===== config.mk =====
export PLATFORM = sky130hd
export DESIGN_NAME = lif_integrator_flat
export DESIGN_NICKNAME = d
export VERILOG_FILES = /design/src/rtl/lif_pkg.sv /design/src/rtl/lif_integrator_if.sv /design/src/rtl/lif_leak_timer.sv /design/src/rtl/lif_integrator.sv /design/src/flat_wrapper.sv
export SDC_FILE = /design/constraint.sdc
export NUM_CORES = 1
export LEC_CHECK = 0
export BUFFER_PORTS_ARGS = -buffer_cell sky130_fd_sc_hd__buf_2
export CORE_MARGIN = 3
export CORE_UTILIZATION = 35
export DETAILED_ROUTE_END_ITERATION = 12
export PLACE_DENSITY = 0.56
export SYNTH_ARGS = -nofsm -noshare
export SYNTH_HDL_FRONTEND = slang
export SYNTH_SLANG_ARGS = --single-unit

===== constraint.sdc =====
create_clock -name clk -period 5.2 [get_ports clk]
set_input_delay 0.78 -clock clk [delete_from_list [all_inputs] [get_ports clk]]
set_output_delay 0.78 -clock clk [all_outputs]
set_load 0.02 [all_outputs]

===== src/rtl/lif_pkg.sv =====
// Shared definitions for the leaky integrate-and-fire membrane stage.
//   lif_state_t : membrane stage state (integrating / refractory)
//   LIF_INC_W   : width of the per-cycle synaptic increment {carry, sum}
package lif_pkg;

   localparam int unsigned LIF_INC_W = 2;

   typedef enum logic [0:0] {
      INTEGRATE  = 1'b0,
      REFRACTORY = 1'b1
   } lif_state_t;

endpackage


===== src/rtl/lif_integrator_if.sv =====
// Bundle between the half-adder stage (master) and the membrane stage (slave).
//   in_valid/sum/carry : beat from upstream, held until in_ready
//   in_ready           : membrane stage accepts a beat this cycle
//   vmem               : membrane potential
//   spike              : one-cycle fire pulse
//   refrac             : high while refractory
//   spike_cnt          : spikes since reset, wraps
interface lif_integrator_if #(
   parameter int unsigned WIDTH = 8
);
   logic             in_valid;
   logic             in_ready;
   logic             sum;
   logic             carry;
   logic [WIDTH-1:0] vmem;
   logic             spike;
   logic             refrac;
   logic [15:0]      spike_cnt;

   modport master (
      output in_valid, sum, carry,
      input  in_ready, vmem, spike, refrac, spike_cnt
   );

   modport slave (
      input  in_valid, sum, carry,
      output in_ready, vmem, spike, refrac, spike_cnt
   );
endinterface


===== src/rtl/lif_leak_timer.sv =====
// Leak period timer: counts integrate cycles 0..LEAK_PERIOD-1 and flags the last one.
//   clk, rst_n : clock, asynchronous active-low reset
//   run        : advance the counter this cycle
//   clear      : force the counter back to 0 (wins over run)
//   tick       : high while running with the counter at LEAK_PERIOD-1
module lif_leak_timer #(
   parameter int unsigned LEAK_PERIOD = 16
) (
   input  logic clk,
   input  logic rst_n,
   input  logic run,
   input  logic clear,
   output logic tick
);

   localparam int unsigned CW = (LEAK_PERIOD > 1) ? $clog2(LEAK_PERIOD) : 1;
   localparam logic [CW-1:0] LAST = CW'(LEAK_PERIOD - 1);

   logic [CW-1:0] cnt_q, cnt_d;

   assign tick = run && (cnt_q == LAST);

   always_comb begin
      cnt_d = cnt_q;
      if (clear) begin
         cnt_d = '0;
      end else if (run) begin
         cnt_d = tick ? '0 : cnt_q + CW'(1);
      end
   end

   always_ff @(posedge clk or negedge rst_n) begin
      if (!rst_n) begin
         cnt_q <= '0;
      end else begin
         cnt_q <= cnt_d;
      end
   end

endmodule


===== src/rtl/lif_integrator.sv =====
// Leaky integrate-and-fire membrane stage.
// Accumulates the {carry, sum} increment into a saturating membrane register, subtracts LEAK
// every LEAK_PERIOD integrate cycles, fires a one-cycle spike at THRESH and then refuses input
// for REFRAC cycles.
//   clk, rst_n : clock, asynchronous active-low reset
//   bus        : slave side of lif_integrator_if (beat in, membrane/spike status out)
module lif_integrator
   import lif_pkg::*;
#(
   parameter int unsigned WIDTH       = 8,
   parameter int unsigned THRESH      = 200,
   parameter int unsigned LEAK        = 1,
   parameter int unsigned LEAK_PERIOD = 16,
   parameter int unsigned REFRAC      = 4
) (
   input  logic clk,
   input  logic rst_n,
   lif_integrator_if.slave bus
);

   // Two guard bits hold vmem + 3 before saturation.
   localparam int unsigned AW = WIDTH + 2;
   localparam int unsigned RW = (REFRAC > 1) ? $clog2(REFRAC) : 1;
   localparam logic [AW-1:0] VMAX     = {2'b00, {WIDTH{1'b1}}};
   localparam logic [AW-1:0] LEAK_W   = AW'(LEAK);
   localparam logic [AW-1:0] THRESH_W = AW'(THRESH);

   lif_state_t       state_q, state_d;
   logic [WIDTH-1:0] vmem_q, vmem_d;
   logic             spike_q, spike_d;
   logic [15:0]      cnt_q, cnt_d;
   logic [RW-1:0]    rcnt_q, rcnt_d;

   logic                 integrating;
   logic                 tick;
   logic                 timer_clear;
   logic [LIF_INC_W-1:0] inc;
   logic [AW-1:0]        added;
   logic [AW-1:0]        sat;
   logic [AW-1:0]        leaked;
   logic                 unused_hi;

   assign integrating = (state_q == INTEGRATE);
   assign inc         = (bus.in_valid && integrating) ? {bus.carry, bus.sum} : '0;

   // Add, saturate, then leak with a floor at zero.
   assign added  = {2'b00, vmem_q} + {{WIDTH{1'b0}}, inc};
   assign sat    = (added > VMAX) ? VMAX : added;
   assign leaked = tick ? ((sat > LEAK_W) ? sat - LEAK_W : '0) : sat;

   // Guard bits of leaked are always zero after saturation.
   assign unused_hi = ^leaked[AW-1:WIDTH];

   lif_leak_timer #(
      .LEAK_PERIOD(LEAK_PERIOD)
   ) u_leak_timer (
      .clk  (clk),
      .rst_n(rst_n),
      .run  (integrating),
      .clear(timer_clear),
      .tick (tick)
   );

   always_comb begin
      state_d     = state_q;
      vmem_d      = vmem_q;
      spike_d     = 1'b0;
      cnt_d       = cnt_q;
      rcnt_d      = rcnt_q;
      timer_clear = 1'b0;
      unique case (state_q)
         INTEGRATE: begin
            if (leaked >= THRESH_W) begin
               vmem_d      = '0;
               spike_d     = 1'b1;
               cnt_d       = cnt_q + 16'd1;
               timer_clear = 1'b1;
               rcnt_d      = RW'(REFRAC - 1);
               state_d     = REFRACTORY;
            end else begin
               vmem_d = leaked[WIDTH-1:0];
            end
         end
         REFRACTORY: begin
            vmem_d = '0;
            if (rcnt_q == '0) begin
               state_d = INTEGRATE;
            end else begin
               rcnt_d = rcnt_q - RW'(1);
            end
         end
         default: state_d = INTEGRATE;
      endcase
   end

   always_ff @(posedge clk or negedge rst_n) begin
      if (!rst_n) begin
         state_q <= INTEGRATE;
         vmem_q  <= '0;
         spike_q <= 1'b0;
         cnt_q   <= '0;
         rcnt_q  <= '0;
      end else begin
         state_q <= state_d;
         vmem_q  <= vmem_d;
         spike_q <= spike_d;
         cnt_q   <= cnt_d;
         rcnt_q  <= rcnt_d;
      end
   end

   assign bus.in_ready  = integrating;
   assign bus.refrac    = (state_q == REFRACTORY);
   assign bus.vmem      = vmem_q;
   assign bus.spike     = spike_q;
   assign bus.spike_cnt = cnt_q;

endmodule


===== src/flat_wrapper.sv =====
// flat-port wrapper written by rule: the top's interface ports become plain ports
module lif_integrator_flat import lif_pkg::*;
#(
   parameter int unsigned WIDTH       = 8,
   parameter int unsigned THRESH      = 200,
   parameter int unsigned LEAK        = 1,
   parameter int unsigned LEAK_PERIOD = 16,
   parameter int unsigned REFRAC      = 4
)
  (clk, rst_n, bus_in_valid, bus_sum, bus_carry, bus_in_ready, bus_vmem, bus_spike, bus_refrac, bus_spike_cnt);
  lif_integrator_if #(.WIDTH(WIDTH)) bus_i ();
  input  logic clk;
  input  logic rst_n;
  input wire logic [$bits(bus_i.in_valid)-1:0] bus_in_valid;
  input wire logic [$bits(bus_i.sum)-1:0] bus_sum;
  input wire logic [$bits(bus_i.carry)-1:0] bus_carry;
  output wire logic [$bits(bus_i.in_ready)-1:0] bus_in_ready;
  output wire logic [$bits(bus_i.vmem)-1:0] bus_vmem;
  output wire logic [$bits(bus_i.spike)-1:0] bus_spike;
  output wire logic [$bits(bus_i.refrac)-1:0] bus_refrac;
  output wire logic [$bits(bus_i.spike_cnt)-1:0] bus_spike_cnt;
  assign bus_i.in_valid = bus_in_valid;
  assign bus_i.sum = bus_sum;
  assign bus_i.carry = bus_carry;
  assign bus_in_ready = bus_i.in_ready;
  assign bus_vmem = bus_i.vmem;
  assign bus_spike = bus_i.spike;
  assign bus_refrac = bus_i.refrac;
  assign bus_spike_cnt = bus_i.spike_cnt;
  lif_integrator #(.WIDTH(WIDTH), .THRESH(THRESH), .LEAK(LEAK), .LEAK_PERIOD(LEAK_PERIOD), .REFRAC(REFRAC)) u_core (.clk(clk), .rst_n(rst_n), .bus(bus_i));
endmodule

==> flow_metrics.env, run 1 <==
export IMPL_async_flop_share_pct=100
export IMPL_fillers=567
export IMPL_yosysMostFrequentCell="dfrtp_1"
export IMPL_worstPathRequired_ns=5.37
export IMPL_drv_slew=0
export IMPL_grt_antenna_before_repair=0
export IMPL_synth_top_flop_cell="dfrtp_1"
export IMPL_status="completed"
export IMPL_cts_sinks=32
export IMPL_internal_power_mw=0.630
export IMPL_p_comb_share_pct=48.8
export IMPL_switchingPower_mw=0.486
export IMPL_relSlewSlack_pct=53.0
export IMPL_path_cells="buf_2, and3_1, ha_1, fa_1, nand4_1, nor2_1, nor2_1, ha_1, a21boi_0, o2111a_1, o22ai_2, o21ai_4, buf_4, nand4_1, xnor2_1"
export IMPL_final_core_util_pct=42.0
export IMPL_cts_resized_gates=0
export IMPL_clk_pin_slew_worst_paths_ns=0.07
export IMPL_die_area_mm2=0.00704
export IMPL_setup_violations=0
export IMPL_synth_commonest_cells="dfrtp_1, xnor2_1, nand4_1"
export IMPL_wl_per_cell_um=14.9
export IMPL_vias=1634
export IMPL_cts_buffer_depth=2
export IMPL_io_buffers=31
export IMPL_ys_seq_elements=32
export IMPL_cts_hold_buf=0
export IMPL_syn_nets=215
export IMPL_drt_iter0_markers=68
export IMPL_synth_avg_cell_area_um2=10.5
export IMPL_post_cts_setup_buffers=0
export IMPL_syn_inst=202
export IMPL_antenna_cells=0
export IMPL_first_pass_iters=4
export IMPL_clkPwrFrac_pct=16.8
export IMPL_grt_max_degree=33
export IMPL_ys_top_cells_by_area="dfrtp_1, xnor2_1, ha_1"
export IMPL_holdWs_ns=0.479
export IMPL_grt_overflow_total=0
export IMPL_final_instance_count_excl_fill=304
export IMPL_arrival_ns=4.42
export IMPL_hold_viol=0
export IMPL_io_pins=32
export IMPL_fmax_ghz=0.236
export IMPL_startpoint_type="input port"
export IMPL_via_per_inst=5.38
export IMPL_post_place_ws_ns=0.683
export IMPL_placed_area_mm2=0.00229
export IMPL_synth_edff_count=0
export IMPL_setup_ws_ns=0.959
export IMPL_slowest_delay_ns=0.50
export IMPL_num_rows=27
export IMPL_seqPwrFrac_pct=34.4
export IMPL_grt_pass1_vias=1548
export IMPL_placedCellCount=296
export IMPL_cp_slowest_cell="fa_1"
export IMPL_clock_skew_ns=0.00601
export IMPL_worst_pin_slew_ns=0.705
export IMPL_cts_buffers=5
export IMPL_p_per_area_mw_per_mm2=469
export IMPL_fin_crit_sh_pct=81.6
export IMPL_core_mm2=0.00568
export IMPL_initial_utilization_pct=37.4
export IMPL_routabilityCongestion=0.815
export IMPL_grt_usage_pct=13.6
export IMPL_postRouteAntennaNets=0
export IMPL_wl_um=4520
export IMPL_finalCriticalPeriod_ns=4.24
export IMPL_ys_types=57
export IMPL_die_w_um=83.9
export IMPL_yosysWarnings=0
export IMPL_syn2layout_area_growth_pct=12.1
export IMPL_p_sw_share_pct=43.5
export IMPL_total_power_mw=1.12
export IMPL_synth_top_area_share_pct=37.7
export IMPL_design_area_mm2=0.00238
export IMPL_ir_drop_mv=0.304
export IMPL_p_leak_nw=1.19
export IMPL_finalSetupTns_ns=0
export IMPL_dp_hpwl_um=3300
export IMPL_root_buffer="clkbuf_8"
export IMPL_worstSetupPathType="input port to register"
export IMPL_syn_area_mm2=0.00212
export IMPL_yosysSeqAreaShare_pct=37.7
export IMPL_clock_latency_ns=0.28
export IMPL_htreeDepth=2
export IMPL_final_net_count=244
export IMPL_drive_gt1_share_pct=26.3
export IMPL_crit_fanout=22
export IMPL_drc=0
export IMPL_grt_first_pass_wirelength_um=7910
export IMPL_grt_setup_unrepaired="false"
export IMPL_holdCritPathClass="register to register"
export IMPL_synth_top_area_cell="dfrtp_1"
export IMPL_maxCapViolCount=0
export IMPL_cts_tree="yes"
export IMPL_die_h_um=83.9
export IMPL_cp_end_kind="register"
## sequential cells by signal, summed over array words and instances, names as in the netlist
name	flops
u_core.bus.spike	1
u_core.u_leak_timer.cnt_q	4
u_core.bus.refrac	1
u_core.bus.vmem	8
u_core.bus.spike_cnt	16
u_core.rcnt_q	2
## worst max-delay path, delay by kind of cell
family          cells  cell delay [ns]
compound gates      4             1.00
xor+xnor            1             0.16
fa+ha+maj           3             1.13
buf+inv             2             0.43
simple gates        5             0.90
## per-layer routing
layer | vias up | global-route usage, % | wire, um
li1 | 818 | - | -
met1 | 776 | 20.2 | 2370
met2 | 36 | 19.3 | 1920
met3 | 4 | 3.36 | 184
met4 | 0 | 4.24 | 40
met5 | - | 0 | 0
## cell families (layout without fill, tap and decap cells)
| logic type | after synthesis | after routing | share of synthesized area (%) |
|---|---|---|---|
| xor gates and xnor gates | 25 | 25 | 11.0 |
| DFF | 32 | 32 | 37.7 |
| and+or+nand+nor | 82 | 82 | 24.6 |
| adders and majority gates | 8 | 8 | 5.06 |
| muxes | 2 | 2 | 1.06 |
| AOI/OAI and AO/OA | 38 | 38 | 15.6 |
| buffers and inverters | 15 | 45 | 4.95 |
## area by class of cell
class | count | area, um2 | share of cell area [%]
clock buffers | 5 | 68.8 | 2.89
clock inverters | 3 | 18.8 | 0.788
inverters | 4 | 15.0 | 0.630
multi-input cells | 155 | 1220 | 51.2
flip-flops and latches | 32 | 801 | 33.6
well taps | 72 | 90.1 | 3.78
repair buffers | 33 | 170 | 7.14
## placed cells by master, fill, tap and decap left out, types with 3 or more instances in the layout
cell	count
a211oi_1	4
and4_1	3
nand3_1	11
inv_1	4
and4b_1	3
and3_1	11
ha_1	7
xor2_1	5
clkbuf_8	5
nor2b_1	3
buf_2	31
a21o_1	4
nand2_1	11
xnor2_1	18
nor4_1	3
nand4_1	12
nor2_1	10
o21ai_0	7
dfrtp_1	32
## power groups by stage
stage / Clock [mW] / Sequential [mW] / Combinational [mW]
after floorplan: 0 / 0.406 / 0.403
after global placement: 0 / 0.387 / 0.548
after detailed placement: 0 / 0.388 / 0.545
after CTS: 0.196 / 0.383 / 0.547
after global routing: 0.208 / 0.397 / 0.618
final: 0.188 / 0.384 / 0.545
## worst paths after layout
path / startpoint / to / slack (ns) / cells past startpoint
setup / recovery: bus_sum / u_core.bus.spike_cnt[15] / 0.96 / 15
hold / removal: u_core.bus.spike_cnt[15] / u_core.bus.spike_cnt[15] / 0.48 / 1
setup reg to reg: u_core.bus.refrac / u_core.bus.spike_cnt[15] / 1.03 / 15
hold reg to reg: u_core.bus.spike_cnt[15] / u_core.bus.spike_cnt[15] / 0.48 / 1
max in group asynchronous: rst_n / u_core.bus.vmem[7] / 4.20 / 1
min in group asynchronous: rst_n / u_core.bus.spike_cnt[15] / 0.54 / 1
(Power assumes the default switching activity.)
==> run 2, diff against run 1 <==
ABC_AREA = 1   (was not set)
clock period = 4.1 ns   (was 5.2 ns; I/O delays follow)
==> run 2 against run 1 <==
  * Non-clock buffer count rose by 3
  * Highest routed layer unchanged
  * Worst hold slack worse by 0.10 ns
  * Synthesized cell count is 45% higher
==> flow_metrics.env, run 2 <==
export IMPL_syn_nets=306
export IMPL_initial_utilization_pct=37.2
export IMPL_reg2reg_from="u_core.bus.refrac"
export IMPL_worstPathRequired_ns=4.28
export IMPL_drive_gt1_share_pct=22.0
export IMPL_arrival_ns=3.73
export IMPL_synth_edff_count=0
export IMPL_syn2layout_area_growth_pct=13.1
export IMPL_synth_top_area_share_pct=35.5
export IMPL_syn_area_mm2=0.00225
export IMPL_postRouteAntennaNets=0
export IMPL_yosysWarnings=0
export IMPL_holdCritPathClass="input port to async pin"
export IMPL_root_buffer="clkbuf_8"
export IMPL_wl_um=5240
export IMPL_maxCapViolCount=0
export IMPL_path_cells="inv_4, and3_1, ha_1, fa_1, nand2_4, nor2_1, nand2_1, inv_1, nor2_1, ha_1, inv_1, nor2_2, nand4_1, inv_1, nand2_1, xor2_1, nor2_2, nand2_2, nand2_4, nand2_4, nand2_1, nand2_1"
export IMPL_cts_buffers=5
export IMPL_core_mm2=0.00606
export IMPL_grt_pass1_vias=1908
export IMPL_ys_top_cells_by_area="dfrtp_1, nand2_1, nand3_1"
export IMPL_die_area_mm2=0.00744
export IMPL_placed_area_mm2=0.00245
export IMPL_cts_tree="yes"
export IMPL_dp_hpwl_um=3870
export IMPL_clock_latency_ns=0.29
export IMPL_routabilityCongestion=0.903
export IMPL_grt_overflow_total=0
export IMPL_final_net_count=340
export IMPL_path_common_cell="nand2_1"
export IMPL_cts_sinks=32
export IMPL_rrSetupSlack_ns=0.55
export IMPL_clock_skew_ns=0.00584
export IMPL_yosysMostFrequentCell="nand2_1"
export IMPL_relSlewSlack_pct=51.6
export IMPL_grt_max_degree=33
export IMPL_num_rows=28
export IMPL_ys_seq_elements=32
export IMPL_ir_drop_mv=0.261
export IMPL_r2r_end="u_core.bus.spike_cnt[0]"
export IMPL_io_buffers=31
export IMPL_ys_types=32
export IMPL_status="completed"
export IMPL_hold_viol=0
export IMPL_wl_per_cell_um=13.0
export IMPL_synth_top_flop_cell="dfrtp_1"
export IMPL_reg2reg_depth=22
export IMPL_clkPwrFrac_pct=18.2
export IMPL_drt_iter0_markers=141
export IMPL_fmax_ghz=0.282
export IMPL_cp_slowest_cell="fa_1"
export IMPL_yosysSeqAreaShare_pct=35.5
export IMPL_synth_commonest_cells="nand2_1, nand3_1, dfrtp_1"
export IMPL_cp_end_kind="register"
export IMPL_synth_avg_cell_area_um2=7.69
export IMPL_drc=0
export IMPL_async_flop_share_pct=100
export IMPL_fin_crit_sh_pct=86.6
export IMPL_mostFrequentLayoutCells="nand2_1, nand3_1, dfrtp_1"
export IMPL_startpoint_type="register"
export IMPL_slowest_delay_ns=0.47
export IMPL_die_w_um=86.2
export IMPL_first_pass_iters=4
export IMPL_drv_slew=0
export IMPL_finalSetupTns_ns=0
export IMPL_internal_power_mw=0.812
export IMPL_post_cts_setup_buffers=0
export IMPL_setup_violations=0
export IMPL_synth_top_area_cell="dfrtp_1"
export IMPL_vias=1952
export IMPL_via_per_inst=4.86
export IMPL_final_common_cell="nand2_1"
export IMPL_antenna_cells=0
export IMPL_p_sw_share_pct=45.0
export IMPL_cts_buffer_depth=2
export IMPL_io_pins=32
export IMPL_htreeDepth=2
export IMPL_grt_antenna_before_repair=0
export IMPL_p_comb_share_pct=48.8
export IMPL_worst_pin_slew_ns=0.727
export IMPL_grt_setup_unrepaired="false"
export IMPL_design_area_mm2=0.00255
export IMPL_clk_pin_slew_worst_paths_ns=0.07
export IMPL_crit_fanout=20
export IMPL_p_per_area_mw_per_mm2=580
export IMPL_cts_resized_gates=0
export IMPL_seqPwrFrac_pct=33.0
export IMPL_cts_hold_buf=0
export IMPL_grt_usage_pct=15.6
export IMPL_largest_register_ffs=16
export IMPL_grt_first_pass_wirelength_um=9280
export IMPL_finalCriticalPeriod_ns=3.55
export IMPL_die_h_um=86.2
export IMPL_worstSetupPathType="register to register"
export IMPL_p_leak_nw=1.38
export IMPL_switchingPower_mw=0.665
export IMPL_syn_inst=293
## run 2: changes by cell type in the layout (fill, tap and decap cells not counted), sizes merged, moves of 6 or more
cell / previous run / this run
nor2: 11 / 26
xor2: 5 / 13
nand2: 13 / 95
o21ai: 8 / 2
inv: 4 / 30
and3: 11 / 2
xnor2: 20 / 8
nor3: 1 / 11
nand3: 11 / 38
## run 2: cell families after synthesis
logic type / count (synthesis) / share of synthesized area [%]
AND/OR/NAND/NOR: 187 / 40.9
buffers and inverters: 39 / 8.99
flip-flops: 32 / 35.5
XOR/XNOR: 21 / 8.16
adder cells (fa/ha/maj): 8 / 4.77
AO/OA/AOI/OAI: 6 / 1.61
## run 2: critical path, delay by kind of cell, from the launching register on
kind / cells / cell delay, ns
and+or+nand+nor: 14 / 1.66
adders and majority gates: 3 / 0.91
DFF: 1 / 0.43
buffers and inverters: 4 / 0.27
xor gates and xnor gates: 1 / 0.17
## run 2: final cells by class
cell class                      instances  area, um2
Inverter                               30        115
Clock buffer                            7       96.3
Sequential cell                        32        801
Fill cell                             660       3510
Tap cell                               75       93.8
Multi-Input combinational cell        222       1250
Timing Repair Buffer                   36        193
## run 2: worst max-delay path by stage
stage | startpoint | to | slack [ns]
after global routing | u_core.bus.refrac | u_core.bus.spike_cnt[9] | 0.22
after floorplan | u_core.bus.refrac | u_core.bus.spike_cnt[7] | 0.41
final | u_core.bus.refrac | u_core.bus.spike_cnt[0] | 0.55
after global placement | bus_sum | u_core.u_leak_timer.cnt_q[2] | 0.33
after detailed placement | bus_sum | u_core.bus.spike_cnt[6] | 0.26
after CTS | u_core.bus.refrac | u_core.bus.spike_cnt[3] | 0.52
## run 2: power by group through the flow
stage          combinational [mW]  sequential, mW  clock, mW
4_1_cts                     0.729           0.489      0.277
3_3_place_gp                0.727           0.495          0
3_5_place_dp                0.722           0.494          0
6_report                    0.722           0.487      0.268
5_1_grt                     0.824           0.502      0.289
2_1_floorplan               0.520           0.521          0
## run 2: metal layers
metal,part of all wire (%),vias to the layer above,global-route usage (%),routed length [um]
li1,-,1003,-,-
met3,4.4,9,3.04,233
met1,51,895,22.8,2650
met2,43,45,23.0,2260
met4,1.9,0,5.67,100
met5,0,-,0,0
## run 2: per-stage QoR
step	hold WS (ns)	util [%]	instances	setup slack (ns)	power [mW]
after detailed placement	0.483	40.5	395	0.262	1.22
after global placement	0.479	40.5	395	0.335	1.22
final	0.376	42.1	402	0.551	1.48
after CTS	0.412	42.1	402	0.517	1.49
after floorplan	0.319	-	293	0.410	1.04
after global routing	0.434	42.1	402	0.220	1.61
